### config.mk
export PLATFORM = sky130hd
export DESIGN_NAME = step_move_ctrl
export DESIGN_NICKNAME = d
export VERILOG_FILES = /design/src/rtl/step_move_ctrl.sv
export SDC_FILE = /design/constraint.sdc
export NUM_CORES = 1
export LEC_CHECK = 0
export CORE_MARGIN = 5
export CORE_UTILIZATION = 52
export CTS_CLUSTER_DIAMETER = 30
export DETAILED_ROUTE_END_ITERATION = 7
export PLACE_DENSITY = 0.78
export SLEW_MARGIN = 15
export SYNTH_ARGS = -nofsm -noshare
export SYNTH_HDL_FRONTEND = slang
export SYNTH_SLANG_ARGS = --single-unit
### constraint.sdc
create_clock -name clk_i -period 3.7 [get_ports clk_i]
set_input_delay 0.74 -clock clk_i [delete_from_list [all_inputs] [get_ports clk_i]]
set_output_delay 0.74 -clock clk_i [all_outputs]
set_load 0.05 [all_outputs]
### src/rtl/step_move_ctrl.sv
// step_move_ctrl: drives a signed up/down step counter toward a latched target.
// A move command (target + step period) becomes single-cycle step pulses and a
// direction level. The counter's live count comes back as position_i, and the
// move ends when position_i equals the target. After any direction change, dir_o
// is held stable for DIR_SETUP_CYCLES before the next step.
//
// Ports:
//   clk_i          system clock
//   rst_ni         synchronous active-low reset
//   go_i           start-move strobe, honoured only when idle
//   stop_i         abort; overrides go_i and any pending step
//   target_i       signed destination, latched on an accepted go
//   step_period_i  cycles between step rising edges, latched on an accepted go
//   position_i     signed live count from the step counter
//   step_o         one-cycle step pulse (counter enable)
//   dir_o          1 = count up, 0 = count down
//   busy_o         move in progress
//   done_o         one-cycle pulse on normal completion
module step_move_ctrl #(
  parameter int unsigned POS_W            = 10,
  parameter int unsigned PERIOD_W         = 16,
  parameter int unsigned DIR_SETUP_CYCLES = 4
) (
  input  logic                clk_i,
  input  logic                rst_ni,
  input  logic                go_i,
  input  logic                stop_i,
  input  logic [POS_W-1:0]    target_i,
  input  logic [PERIOD_W-1:0] step_period_i,
  input  logic [POS_W-1:0]    position_i,
  output logic                step_o,
  output logic                dir_o,
  output logic                busy_o,
  output logic                done_o
);

  typedef enum logic [1:0] {StIdle, StSetup, StRun} state_e;

  localparam logic [PERIOD_W-1:0] SetupLoad = PERIOD_W'(DIR_SETUP_CYCLES - 1);
  localparam logic [PERIOD_W-1:0] MinPer    = PERIOD_W'(2);
  localparam logic [PERIOD_W-1:0] One       = PERIOD_W'(1);

  state_e              state_q, state_d;
  logic                step_q, step_d;
  logic                dir_q, dir_d;
  logic                busy_q, busy_d;
  logic                done_q, done_d;
  logic [PERIOD_W-1:0] timer_q, timer_d;
  logic [PERIOD_W-1:0] per_q, per_d;
  logic [POS_W-1:0]    target_q, target_d;

  logic [POS_W-1:0]    tgt_sel;
  logic [POS_W:0]      diff;
  logic                at_target;
  logic                want_up;
  logic [PERIOD_W-1:0] per_clamped;

  // In idle the decision uses the target being latched this cycle.
  assign tgt_sel = (state_q == StIdle) ? target_i : target_q;

  // One extra bit keeps the full -1023..+1023 range without overflow.
  assign diff      = {tgt_sel[POS_W-1], tgt_sel} - {position_i[POS_W-1], position_i};
  assign at_target = (diff == '0);
  assign want_up   = ~diff[POS_W] & ~at_target;

  // A period of at least 2 lets position_i reflect the last step before the
  // next slot is evaluated.
  assign per_clamped = (step_period_i < MinPer) ? MinPer : step_period_i;

  always_comb begin
    state_d  = state_q;
    step_d   = 1'b0;
    done_d   = 1'b0;
    dir_d    = dir_q;
    busy_d   = busy_q;
    timer_d  = timer_q;
    target_d = target_q;
    per_d    = per_q;

    if (stop_i) begin
      state_d = StIdle;
      busy_d  = 1'b0;
      timer_d = '0;
    end else begin
      unique case (state_q)
        StIdle: begin
          busy_d = 1'b0;
          if (go_i) begin
            target_d = target_i;
            per_d    = per_clamped;
            if (at_target) begin
              done_d = 1'b1;
            end else if (want_up == dir_q) begin
              state_d = StRun;
              busy_d  = 1'b1;
              step_d  = 1'b1;
              timer_d = per_clamped - One;
            end else begin
              state_d = StSetup;
              busy_d  = 1'b1;
              dir_d   = ~dir_q;
              timer_d = SetupLoad;
            end
          end
        end

        StSetup: begin
          if (timer_q == '0) begin
            state_d = StRun;
            step_d  = 1'b1;
            timer_d = per_q - One;
          end else begin
            timer_d = timer_q - One;
          end
        end

        StRun: begin
          if (timer_q != '0) begin
            timer_d = timer_q - One;
          end else if (at_target) begin
            state_d = StIdle;
            busy_d  = 1'b0;
            done_d  = 1'b1;
            timer_d = '0;
          end else if (want_up == dir_q) begin
            step_d  = 1'b1;
            timer_d = per_q - One;
          end else begin
            // Position moved past or away from target: turn around first.
            state_d = StSetup;
            dir_d   = ~dir_q;
            timer_d = SetupLoad;
          end
        end

        default: begin
          state_d = StIdle;
          busy_d  = 1'b0;
        end
      endcase
    end
  end

  always_ff @(posedge clk_i) begin
    if (!rst_ni) begin
      state_q  <= StIdle;
      step_q   <= 1'b0;
      dir_q    <= 1'b1;
      busy_q   <= 1'b0;
      done_q   <= 1'b0;
      timer_q  <= '0;
      per_q    <= '0;
      target_q <= '0;
    end else begin
      state_q  <= state_d;
      step_q   <= step_d;
      dir_q    <= dir_d;
      busy_q   <= busy_d;
      done_q   <= done_d;
      timer_q  <= timer_d;
      per_q    <= per_d;
      target_q <= target_d;
    end
  end

  assign step_o = step_q;
  assign dir_o  = dir_q;
  assign busy_o = busy_q;
  assign done_o = done_q;

endmodule

# After elaboration in Yosys (flattened, before gate mapping)

Cells that the tools add are included.

Eq/ne operators: 9
Add/sub/neg operators: 4
Muxes and demuxes: 38
Reductions and logical operators: 12
Magnitude comparators: 1
Bitwise operators: 7

Operator list:

| operator                                             | count |
|---|---|
| 2-to-1 mux 16 bit                                    | 8 |
| one-hot mux 16 bit (3 select lines)                  | 1 |
| subtractor 16 x 1 -> 16 bit (second input constant)  | 3 |
| zero test 16 bit                                     | 1 |
| < comparator 16 x 2 -> 1 bit (second input constant) | 1 |
| 2-to-1 mux 1 bit                                     | 16 |
| nonzero test 16 bit                                  | 1 |
| 2-to-1 mux 2 bit                                     | 7 |
| zero test 11 bit                                     | 1 |
| subtractor 10 x 10 -> 11 bit                         | 1 |
| 2-to-1 mux 10 bit                                    | 1 |
| inequality test 2 bit (second input constant)        | 5 |
| AND reduction 3 bit                                  | 3 |
| NOT 1 bit                                            | 6 |
| one-hot mux 1 bit (3 select lines)                   | 2 |
| one-hot mux 2 bit (3 select lines)                   | 1 |
| AND reduction 5 bit                                  | 1 |
| one-hot mux 1 bit (2 select lines)                   | 2 |
| AND reduction 4 bit                                  | 1 |
| inequality test 3 bit (second input constant)        | 1 |
| nonzero test 3 bit                                   | 1 |
| equality test 2 x 1 -> 1 bit (second input constant) | 1 |
| equality test 2 bit (second input constant)          | 1 |
| zero test 2 bit                                      | 1 |
| 4 further kinds                                      | 4 |

Output and inout port bits: 4
Logic and storage cells: 79
Register bits after elaboration: 48
Input bits: 40

# Depth between registers and ports, before layout

Depth in word-level cells: 11
Depth in mapped cells: 17
Depth with buffers taken out: 14

# Least setup slack after synthesis

Ideal clock, no wire load.

Kind: flip-flop to flip-flop
Start point: reg state_q[0]
End point: reg timer_q[13]
Data arrival time: 3792 ps
Path slack: -215 ps
Required time: 3577 ps
Clock period less this slack: 3915 ps
Setup time: 123 ps
Stages on the path, launching flop included: 16
Cells stage by stage: dfxtp_1 > inv_1 > ha_1 > clkbuf_1 > mux2_2 > ha_1 > nor2b_1 > or2_1 > o21a_1 > mux4_2 > and4_4 > buf_6 > a221o_1 > buf_4 > a221oi_1 > nor2_1

Cells in the longest elaborated chain, start to end: 11
Elaborated cells on any way between the ends: 21

Ends and longest elaborated chain:

| what                                 | RTL line | text |
|---|---|---|
| from (decl)                          | 43       | `state_e state_q, state_d;` |
| from (signal assigned)               | 146      | `state_q <= StIdle;` |
| from (signal assigned)               | 155      | `state_q <= state_d;` |
| zero test 2 bit                      | 59, 85   |  |
| 2-to-1 mux 10 bit                    | 59       | `assign tgt_sel = (state_q == StIdle) ? target_i : target_q;` |
| subtractor 10 x 10 -> 11 bit         | 62       | `assign diff = {tgt_sel[POS_W-1], tgt_sel} - {position_i[POS_W-1], position_i};` |
| zero test 11 bit                     | 63       | `assign at_target = (diff == '0);` |
| NOT 1 bit                            | 64       | `assign want_up = ~diff[POS_W] & ~at_target;` |
| bitwise AND 1 bit                    | 64       |  |
| equality test 1 bit                  | 93, 125  |  |
| 2-to-1 mux 16 bit (on tied branches) | 125, 93  |  |
| 2-to-1 mux 16 bit (on tied branches) | 120, 91  |  |
| 2-to-1 mux 16 bit (on tied branches) | 118, 88  |  |
| one-hot mux 16 bit (3 select lines)  | 85       | `unique case (state_q)` |
| to (signal assigned)                 | 160      | `timer_q <= timer_d;` |
| to (decl)                            | 48       | `logic [PERIOD_W-1:0] timer_q, timer_d;` |

Several ways; a longest one is shown, not always the timed one. The select of a mux whose other input is x is not followed.
A chain may end at the register's enable or synchronous reset.

# Worst setup path after layout

Start point: in target_i[5]
End point: reg timer_q[4]

Cells in the longest elaborated chain, start to end: 10
Elaborated cells on any way between the ends: 16

Ends and longest elaborated chain:

| what                                 | RTL line | text |
|---|---|---|
| from (decl)                          | 28       | `input logic [POS_W-1:0] target_i,` |
| 2-to-1 mux 10 bit (*)                | 59       |  |
| subtractor 10 x 10 -> 11 bit (*)     | 62       |  |
| zero test 11 bit                     | 63       |  |
| NOT 1 bit                            | 64       |  |
| bitwise AND 1 bit                    | 64       |  |
| equality test 1 bit                  | 93, 125  |  |
| 2-to-1 mux 16 bit (on tied branches) | 125, 93  |  |
| 2-to-1 mux 16 bit (on tied branches) | 120, 91  |  |
| 2-to-1 mux 16 bit (on tied branches) | 118, 88  |  |
| one-hot mux 16 bit (3 select lines)  | 85       |  |

Every way passes the cells marked *; elsewhere a longest branch is shown, timed or not. The select of a mux whose other input is x is not followed.

==> run_results.csv <==
group,metric,value,unit
timing,drv_slew,0,
synthesis,synth_edf_count,0,
finish,ff_latch_area,963,um2
power,leakagePower,2.04,nW
clock_network,clk_path_buf_depth,2,
power,vdd_drop_max,0.243,mV
placed_design,post-dp-hpwl,8.02,mm
synthesis,async_flop_share,0,%
worst_setup_path,cp_slowest_cell,"clkdlybuf4s50_1",
die,initial_utilization,53.7,%
detailed_routing,dr.pass1.iters,4,
global_routing,grt_max_degree,30,
worst_setup_path,cp-start-kind,"input port",
detailed_routing,drt_iter0_markers,216,
min_path,hp-class,"reg2reg",
synthesis,synth_top_area_cell,"dfxtp_1",
synthesis,synth_area,3920,um2
global_routing,grt_pass1_vias,3861,
timing,max_freq,271,MHz
synthesis,synth_seq_area_share,24.5,%
worst_setup_path,end_kind,"register",
die,rows,31,
run,cap_violations,0,
global_routing,grt_pass1_wl,17.9,mm
worst_setup_path,ff2ff_path_depth,14,
finish,utilization,70.0,%
die,die_w,96.8,um
detailed_routing,wl,11.3,mm
power,powerDensity,558,nW/um2
clock_network,root_buffer,"clkbuf_8",
timing,finalSetupViolations,0,
timing,min_period_over_period,99.8,%
synthesis,synthFlopType,"dfxtp_1",
timing,rsz0062_at_grt,"yes",
detailed_routing,antenna_left,0,
placed_design,io_buffer_count,43,
timing,hold_violations,0,
die,core_area,7290,um2
die,die_h,96.8,um
die,io_pins,44,
finish,fillers,562,
detailed_routing,wl_per_cell,16.8,um
synthesis,yosys_register_bits,48,
worst_setup_path,cp_data_arrival_time,3.90,ns
clock_network,ctsHtreeMaxLevel,2,
synthesis,syn_inst,496,
worst_setup_path,cpPeakStageDelay,0.42,ns
worst_setup_path,crit_type,"in2reg",
clock_network,cts_tree,"yes",
global_routing,overflow,0,
placed_design,placed_cells,660,
synthesis,synthTopCellsByArea,"dfxtp_1 (25%), nand2_1 (7.6%), ha_1 (5.4%)",
timing,slew_headroom,63.9,%
finish,antenna_cells,0,
finish,drive_above_1_share,22.7,%
timing,skew,0.00892,ns
synthesis,synth_cell_types,74,
clock_network,cts.sinks,48,
min_path,hold_depth,2,
synthesis,synth_warnings,0,
finish,final_cells,675,
finish,multiInputGateArea,2920,um2
global_routing,antenna_found_initial,0,
clock_network,holdBufCountCts,0,
placed_design,finalWeightedCongestion,0.925,
die,dieArea,9370,um2
timing,tightestPinTransition,0.528,ns
timing,worst_hold_slack,0.471,ns
worst_setup_path,path_cells,"clkdlybuf4s50_1, mux2_2, ha_1, o21ai_0, and4b_1, nor4_4, and4_4, mux2i_4, o311ai_4, buf_12, a221oi_2, nor2_1",
worst_setup_path,cp.required,3.91,ns
finish,final_nets,633,
detailed_routing,num_vias,4021,
synthesis,syn_nets,554,
timing,min_period,3.69,ns
detailed_routing,drc,0,
clock_network,clock_latency,0.32,ns
global_routing,track_usage,22.6,%
worst_setup_path,crit_fanout,11,
synthesis,synth_top_cell_area_share,24.5,%
clock_network,cts_buffers,5,
synthesis,synth.avg_cell_area,7.90,um2
finish,syn_to_final_growth,30.2,%
run_status,status,"complete, no violations",
detailed_routing,vias_per_cell,5.96,
clock_network,cts.clk_slew.worst_paths,0.09,ns
power,p_total,2.85,mW
-- path summary, 6_finish.rpt --
path | startpoint | end | slack, ns
setup / recovery | target_i[5] | timer_q[4] | 0.006
hold / removal | target_q[4] | target_q[4] | 0.47
setup reg to reg | state_q[1] | timer_q[1] | 0.08
hold reg to reg | target_q[4] | target_q[4] | 0.47
-- stage by stage --
step / instance area (um2) / setup WS (ns) / setup TNS (ns)
after floorplan: 3930 / 0.0292 / 0
after global routing: 5100 / -0.0403 / -0.206
after global placement: 4720 / -0.338 / -5.92
after CTS: 4940 / 0.00896 / 0
after detailed placement: 4720 / -0.487 / -8.70
final: 5100 / 0.00593 / 0
-- critical path: cells and delay by family --
family                   cells  cell delay, ns
buffers and inverters        2            0.63
multiplexers                 2            0.53
AND/OR/NAND/NOR              4            0.96
AO/OA/AOI/OAI                3            0.61
adder cells (fa/ha/maj)      1            0.42
-- placed cells by master (no fill, tap or decap), types with 5 or more instances in the layout --
cell / netlist / final
a21boi_0: 24 / 24
a221oi_2: 7 / 8
clkbuf_8: 0 / 5
ha_4: 0 / 5
o21ai_0: 19 / 19
nor2_1: 40 / 39
a21oi_1: 30 / 27
a22oi_1: 6 / 6
dfxtp_1: 48 / 46
nand3_1: 7 / 7
nor3_1: 11 / 10
inv_1: 24 / 21
xor2_1: 20 / 20
nand2_1: 79 / 79
buf_6: 3 / 5
mux2_2: 9 / 7
ha_1: 17 / 10
clkdlybuf4s50_1: 0 / 40
buf_4: 2 / 48
xnor2_1: 22 / 22
nor4_1: 9 / 8
-- cell type report --
type / instances / share of cell area [%]
multi-input combinational: 398 / 57.3
clock buffer: 5 / 1.35
timing repair buffer: 98 / 17.4
tap: 99 / 2.43
inverter: 24 / 1.77
sequential: 48 / 18.9
clock inverter: 3 / 0.907
-- cell usage after synthesis (all sizes together) (13+ instances only) --
cell    count
nor2       40
nand2      80
a21boi     24
clkbuf     13
inv        24
xor2       20
ha         17
buf        13
a21oi      32
o21ai      20
xnor2      22
dfxtp      48
-- what timing repair did --
action | in CTS | in global routing
setup endpoints to repair | 20 | 20
resized for setup | 18 | 26
pin swaps | 8 | 13
setup buffers | 3 | 4
-- flip-flops by register name (all words and copies together) (netlist names) --
register  count
target_q     10
done_o        1
step_o        1
per_q        16
state_q       2
timer_q      16
busy_o        1
dir_o         1
-- kinds of logic after synthesis --
logic type | share of synthesized area (%)
compound gates | 26.1
buf+inv | 5.75
mux | 4.25
xor+xnor | 9.39
simple gates | 24.1
fa+ha+maj | 5.94
flops | 24.5
-- where the power goes --
part	internal [mW]	total, mW	switching [mW]	leakage [nW]
Sequential	0.573	0.636	0.0623	0.393
Clock	0.204	0.408	0.204	0.0548
Combinational	0.849	1.81	0.956	1.59
Total	1.63	2.85	1.22	2.04
-- layer usage --
metal / global-route usage (%) / vias up / wire [um]
met2: 37.7 / 157 / 5460
met3: 4.75 / 27 / 682
met5: 0 / - / 0
met4: 6.37 / 0 / 238
met1: 29.4 / 1905 / 4960
li1: - / 1932 / -
(Power assumes the default switching activity.)
